## src/rtl/boton_eventos.sv

```systemverilog
// boton_eventos: press classifier for a debounced, clk-synchronous button.
// Turns the button level into single-cycle short/long/repeat events and keeps
// a wrapping mode index that advances on every long press.
// Optional feature: define BOTON_REPEAT_EN to enable auto-repeat pulses while
// the button stays held after a long press. Without it repeat_pulse is tied 0.

module boton_eventos #(
  parameter int LONG_COUNT   = 5,
  parameter int REPEAT_COUNT = 3,
  parameter int NUM_MODES    = 4
) (
  input  logic                         clk,
  input  logic                         reset,
  input  logic                         boton_in,
  output logic                         short_pulse,
  output logic                         long_pulse,
  output logic                         repeat_pulse,
  output logic                         held,
  output logic [$clog2(NUM_MODES)-1:0] mode
);

  localparam int MODE_W  = $clog2(NUM_MODES);
  localparam int CNT_MAX = (LONG_COUNT > REPEAT_COUNT) ? LONG_COUNT : REPEAT_COUNT;
  localparam int CNT_W   = $clog2(CNT_MAX + 1);

  localparam logic [CNT_W-1:0]  CNT_ONE   = CNT_W'(1);
  localparam logic [CNT_W-1:0]  LONG_LAST = CNT_W'(LONG_COUNT - 1);
  localparam logic [MODE_W-1:0] MODE_LAST = MODE_W'(NUM_MODES - 1);
  localparam logic [MODE_W-1:0] MODE_ONE  = MODE_W'(1);

  // WAIT_REL exists so a button already held when reset releases is ignored
  // until it has been seen released at least once.
  typedef enum logic [1:0] {
    S_WAIT_REL = 2'd0,
    S_IDLE     = 2'd1,
    S_PRESSED  = 2'd2,
    S_LONG     = 2'd3
  } state_t;

  state_t             state_q;
  logic [CNT_W-1:0]   cnt_q;
  logic [MODE_W-1:0]  mode_q;
  logic [MODE_W-1:0]  mode_inc_d;
  logic               short_q;
  logic               long_q;
  logic               held_q;

`ifdef BOTON_REPEAT_EN
  localparam logic [CNT_W-1:0] REPEAT_LAST = CNT_W'(REPEAT_COUNT - 1);
  logic               repeat_q;
`endif

  // Wrapping successor of the current mode, used on every long press.
  always_comb begin
    mode_inc_d = mode_q + MODE_ONE;
    if (mode_q == MODE_LAST) begin
      mode_inc_d = '0;
    end
  end

  // Press classifier FSM; all outputs are registered here, pulses default low.
  always_ff @(posedge clk or posedge reset) begin
    if (reset) begin
      state_q  <= S_WAIT_REL;
      cnt_q    <= '0;
      mode_q   <= '0;
      short_q  <= 1'b0;
      long_q   <= 1'b0;
      held_q   <= 1'b0;
`ifdef BOTON_REPEAT_EN
      repeat_q <= 1'b0;
`endif
    end else begin
      short_q  <= 1'b0;
      long_q   <= 1'b0;
`ifdef BOTON_REPEAT_EN
      repeat_q <= 1'b0;
`endif
      case (state_q)
        S_WAIT_REL: begin
          cnt_q  <= '0;
          held_q <= 1'b0;
          if (!boton_in) begin
            state_q <= S_IDLE;
          end
        end

        S_IDLE: begin
          if (boton_in) begin
            state_q <= S_PRESSED;
            cnt_q   <= CNT_ONE;
            held_q  <= 1'b1;
          end else begin
            cnt_q  <= '0;
            held_q <= 1'b0;
          end
        end

        S_PRESSED: begin
          if (boton_in) begin
            held_q <= 1'b1;
            // cnt_q holds the number of high samples seen so far, so the
            // sample arriving at LONG_COUNT-1 is the LONG_COUNT-th one.
            if (cnt_q == LONG_LAST) begin
              long_q  <= 1'b1;
              mode_q  <= mode_inc_d;
              cnt_q   <= '0;
              state_q <= S_LONG;
            end else begin
              cnt_q <= cnt_q + CNT_ONE;
            end
          end else begin
            short_q <= 1'b1;
            held_q  <= 1'b0;
            cnt_q   <= '0;
            state_q <= S_IDLE;
          end
        end

        S_LONG: begin
          if (boton_in) begin
            held_q <= 1'b1;
`ifdef BOTON_REPEAT_EN
            if (cnt_q == REPEAT_LAST) begin
              repeat_q <= 1'b1;
              cnt_q    <= '0;
            end else begin
              cnt_q <= cnt_q + CNT_ONE;
            end
`else
            cnt_q <= '0;
`endif
          end else begin
            held_q  <= 1'b0;
            cnt_q   <= '0;
            state_q <= S_IDLE;
          end
        end

        default: begin
          state_q <= S_WAIT_REL;
          cnt_q   <= '0;
          held_q  <= 1'b0;
        end
      endcase
    end
  end

  assign short_pulse  = short_q;
  assign long_pulse   = long_q;
  assign held         = held_q;
  assign mode         = mode_q;
`ifdef BOTON_REPEAT_EN
  assign repeat_pulse = repeat_q;
`else
  assign repeat_pulse = 1'b0;
`endif

endmodule

```

## config.mk

```make
export PLATFORM = sky130hd
export DESIGN_NAME = boton_eventos
export DESIGN_NICKNAME = d
export VERILOG_FILES = /design/src/rtl/boton_eventos.sv
export SDC_FILE = /design/constraint.sdc
export NUM_CORES = 1
export LEC_CHECK = 0
export ABC_AREA = 1
export ABC_CLOCK_PERIOD_IN_PS = 1900
export CAP_MARGIN = 25
export CORE_AREA = 3 3 40 42
export DETAILED_ROUTE_END_ITERATION = 10
export DIE_AREA = 0 0 43 45
export GPL_TIMING_DRIVEN = 0
export PLACE_DENSITY = 0.65
export SKIP_CTS_REPAIR_TIMING = 1
export SKIP_LAST_GASP = 1
export SYNTH_ARGS = -nofsm -noshare
export SYNTH_HDL_FRONTEND = slang
export SYNTH_SLANG_ARGS = --single-unit
export TNS_END_PERCENT = 100
```

## constraint.sdc

```tcl
create_clock -name clk -period 1.9 [get_ports clk]
set_clock_uncertainty 0.2 [all_clocks]
set_input_delay 0.38 -clock clk [delete_from_list [all_inputs] [get_ports clk]]
set_output_delay 0.38 -clock clk [all_outputs]
set_load 0.02 [all_outputs]
```

==> results.toml, run 1 <==
[setup_path]
worst_setup_path_end_kind = "primary output"
worst_path_top_cell_family_by_delay = "buffers and inverters"
slowest_delay_ns = 0.62
worst-endpoint-required_ns = 1.32
worstSetupPathType = "reg -> out"
worstSetupStartpointType = "flip-flop"
cp_max_delay_cell = "sky130_fd_sc_hd__clkdlybuf4s50_1"
critical_path_peak_fanout = 4
crit_arrival_ns = 1.26
timing.critical_path.cells = "clkdlybuf4s50_1"
crit_buf_inv = 1

[floorplan]
dieHeight_um = 45
floorplan.initialDensity_pct = 40.90
dieArea_mm2 = 0.001935
floorplan.rows = 13
floorplan.core_area_mm2 = 0.001285
width_of_the_die_um = 43
top_level_ports = 9

[route]
routed_via_density = 4.313
route.vias.total = 345
first_pass_detailed_route_iteration_total = 4
total_routed_wirelength_um = 764
drtIter0Drc = 6
drt-wirelength-per-cell_um = 9.550
remaining_drc_errors = 0
route.antenna.remaining_nets = 0

[sta]
report.final.slew_viol_count = 0
max_clock_freq_ghz = 0.5425
rsz0062_at_grt = "no"
final-hold-violation-count = 0
fin_ws_ns = 0.05685
final.min_clock_period_ns = 1.843
layout_worst_path_cycle_share_pct = 97.01
finalSetupViolCount = 0
setup-tns-final_ns = 0

[placement]
gp_congestion = 0.7302
place.port_buffers = 7
dpl.hpwl_um = 617.2
pre_cts_slack_ns = 0.2663

[finish]
filler_cell_count = 125
synthToLayoutAreaGrowth_pct = 21.19
fraction_of_final_layout_cells_sized_beyond_drive_strength_1_pct = 20.00
postLayoutCoreUtil_pct = 49.56
insertedDiodeCount = 0
total_nets_final = 76

[pwr]
vdd.ir_drop.worst_uv = 572.0
power-per-cell-area_mw_per_mm2 = 1134
power_mw = 0.7221
power.leakage_nw = 0.3411

[logic_synthesis]
sequential_share_of_the_synthesized_area_pct = 47.62
synth_largest_area_cell = "sky130_fd_sc_hd__dfrtp_1"
synth-warning-count = 0
post_synthesis_cell_area_um2 = 525.5
count_of_state_elements_after_synthesis = 10
syn_nets = 64
syn_inst = 55
synth_enable_flop_cells = 0
synth.top_cells.by_area = "sky130_fd_sc_hd__dfrtp_1 48%, sky130_fd_sc_hd__ha_1 14%, sky130_fd_sc_hd__nand2_1 7.1%"
yosysTopAreaCellShare_pct = 47.62
postSynthAreaPerCell_um2 = 9.555
post_synth_most_frequent_cells = "10 x sky130_fd_sc_hd__dfrtp_1, 10 x sky130_fd_sc_hd__nand2_1, 9 x sky130_fd_sc_hd__inv_1, 6 x sky130_fd_sc_hd__ha_1"
synthArstFlopShare_pct = 100.0
dominantRegCellSynth = "sky130_fd_sc_hd__dfrtp_1"
netlist-cell-type-count = 17

[run]
drv.max_cap_violation_count = 0

[status]
run_status = "finished clean"

[clock_network]
clkLatencyLatePin_ns = 0.26
cts-root-buf = "sky130_fd_sc_hd__clkbuf_4"
tritoncts_clock_tree = "done"
cts.path.max_buffers = 2
cts-htree-levels = 1
cts_inserted_buffers = 3
clkTransAtPathRegs_ns = 0.06
clock-sinks = 10

[global_routing]
grt_max_degree = 11
grt.overflow.total = 0
grt_pass1_wl_mm = 1.283
antenna_violations_before_repair = 0
grt_use_total_pct = 9.604
first_global_vias = 318

[worst_hold_path]
hold_class = "in -> async"
## worst paths after layout
check / startpoint / end / slack (ns) / cells past startpoint
worst max-delay path: mode[0] / mode[0] / 0.06 / 1
worst min-delay path: reset / short_pulse / 0.18 / 2
worst max register to register: state_q[0] / state_q[0] / 0.47 / 8
worst min register to register: state_q[1] / state_q[1] / 0.30 / 2
max in group asynchronous: reset / mode[0] / 1.06 / 2
min in group clk: state_q[1] / state_q[1] / 0.30 / 2
## metrics by stage
| stage | hold slack [ns] | instance area, µm² | cells |
|---|---|---|---|
| 2_1_floorplan | 0.02018 | 525.5 | 55 |
| 3_3_place_gp | 0.2901 | 614.3 | 77 |
| 3_5_place_dp | 0.2897 | 614.3 | 77 |
| 4_1_cts | 0.1855 | 636.9 | 80 |
| 5_1_grt | 0.2089 | 636.9 | 80 |
| 6_report | 0.1812 | 636.9 | 80 |
## per-layer routing
layer	vias up	global-route usage [%]	share of wire, %
met1	146	10.47	46
met3	2	4.781	6.8
met5	-	0	0
met2	9	15.27	45
met4	0	5.422	2.0
li1	188	-	-
## final cells by class
| type | count | area (µm²) | share of cell area (%) |
|---|---|---|---|
| Clock buffer | 3 | 22.52 | 3.536 |
| Inverter | 10 | 37.54 | 5.894 |
| Sequential cell | 10 | 250.2 | 39.29 |
| Buffer | 1 | 7.507 | 1.179 |
| Timing Repair Buffer | 7 | 70.07 | 11.00 |
| Multi-Input combinational cell | 34 | 230.2 | 36.15 |
| Tap cell | 15 | 18.77 | 2.947 |
## flip-flops by register name, summed over array words and instances, names as in the netlist
signal / count
held: 1
long_pulse: 1
mode: 2
cnt_q: 3
short_pulse: 1
state_q: 2
## cells by family (layout without fill, tap and decap cells)
group / count (synthesis) / in the layout / share of synthesized area, %
simple gates: 23 / 23 / 23.57
xor+xnor: 1 / 1 / 1.667
compound gates: 3 / 3 / 3.572
fa+ha+maj: 6 / 6 / 14.29
other cells: 1 / 1 / 0.7136
buf+inv: 11 / 21 / 8.571
flops: 10 / 10 / 47.62
## cells in the final DEF (no fill, tap or decap)
| cell | count |
|---|---|
| sky130_fd_sc_hd__nand3_2 | 1 |
| sky130_fd_sc_hd__conb_1 | 1 |
| sky130_fd_sc_hd__clkdlybuf4s50_1 | 7 |
| sky130_fd_sc_hd__buf_4 | 1 |
| sky130_fd_sc_hd__nor2_1 | 3 |
| sky130_fd_sc_hd__ha_1 | 6 |
| sky130_fd_sc_hd__inv_2 | 1 |
| sky130_fd_sc_hd__o21ai_0 | 2 |
| sky130_fd_sc_hd__dfrtp_1 | 10 |
| sky130_fd_sc_hd__nand2_2 | 3 |
| sky130_fd_sc_hd__nor3_2 | 1 |
| sky130_fd_sc_hd__clkbuf_4 | 3 |
| sky130_fd_sc_hd__nand2_1 | 10 |
| sky130_fd_sc_hd__a21oi_2 | 1 |
| sky130_fd_sc_hd__nand4_1 | 3 |
| sky130_fd_sc_hd__xnor2_1 | 1 |
| sky130_fd_sc_hd__or2_2 | 1 |
| sky130_fd_sc_hd__nor2_4 | 1 |
| sky130_fd_sc_hd__inv_1 | 9 |
## report_power, final
part	total [mW]	internal, mW	leakage (nW)	switching [mW]
Clock	0.139	0.0729	0.0138	0.0665
Combinational	0.297	0.119	0.195	0.178
Sequential	0.286	0.261	0.132	0.0249
Total	0.722	0.453	0.341	0.269
No activity file was read; power rests on OpenSTA's default activity.
==> run 2: changes to the inputs <==
==> constraint.sdc (replaced) <==
create_clock -name clk -period 1.9 [get_ports clk]
set_clock_uncertainty 0.2 [all_clocks]
set_input_delay 0.285 -clock clk [delete_from_list [all_inputs] [get_ports clk]]
set_output_delay 0.285 -clock clk [all_outputs]
set_load 0.02 [all_outputs]
==> results of run 2 <==
The final DEF is identical to that of run 1. Status: finished clean.
Main changes from that run: setup slack after placement 0.2663 ns -> 0.3613 ns; setup slack after layout 0.05685 ns -> 0.1518 ns; hold slack 0.1812 ns -> 0.08624 ns
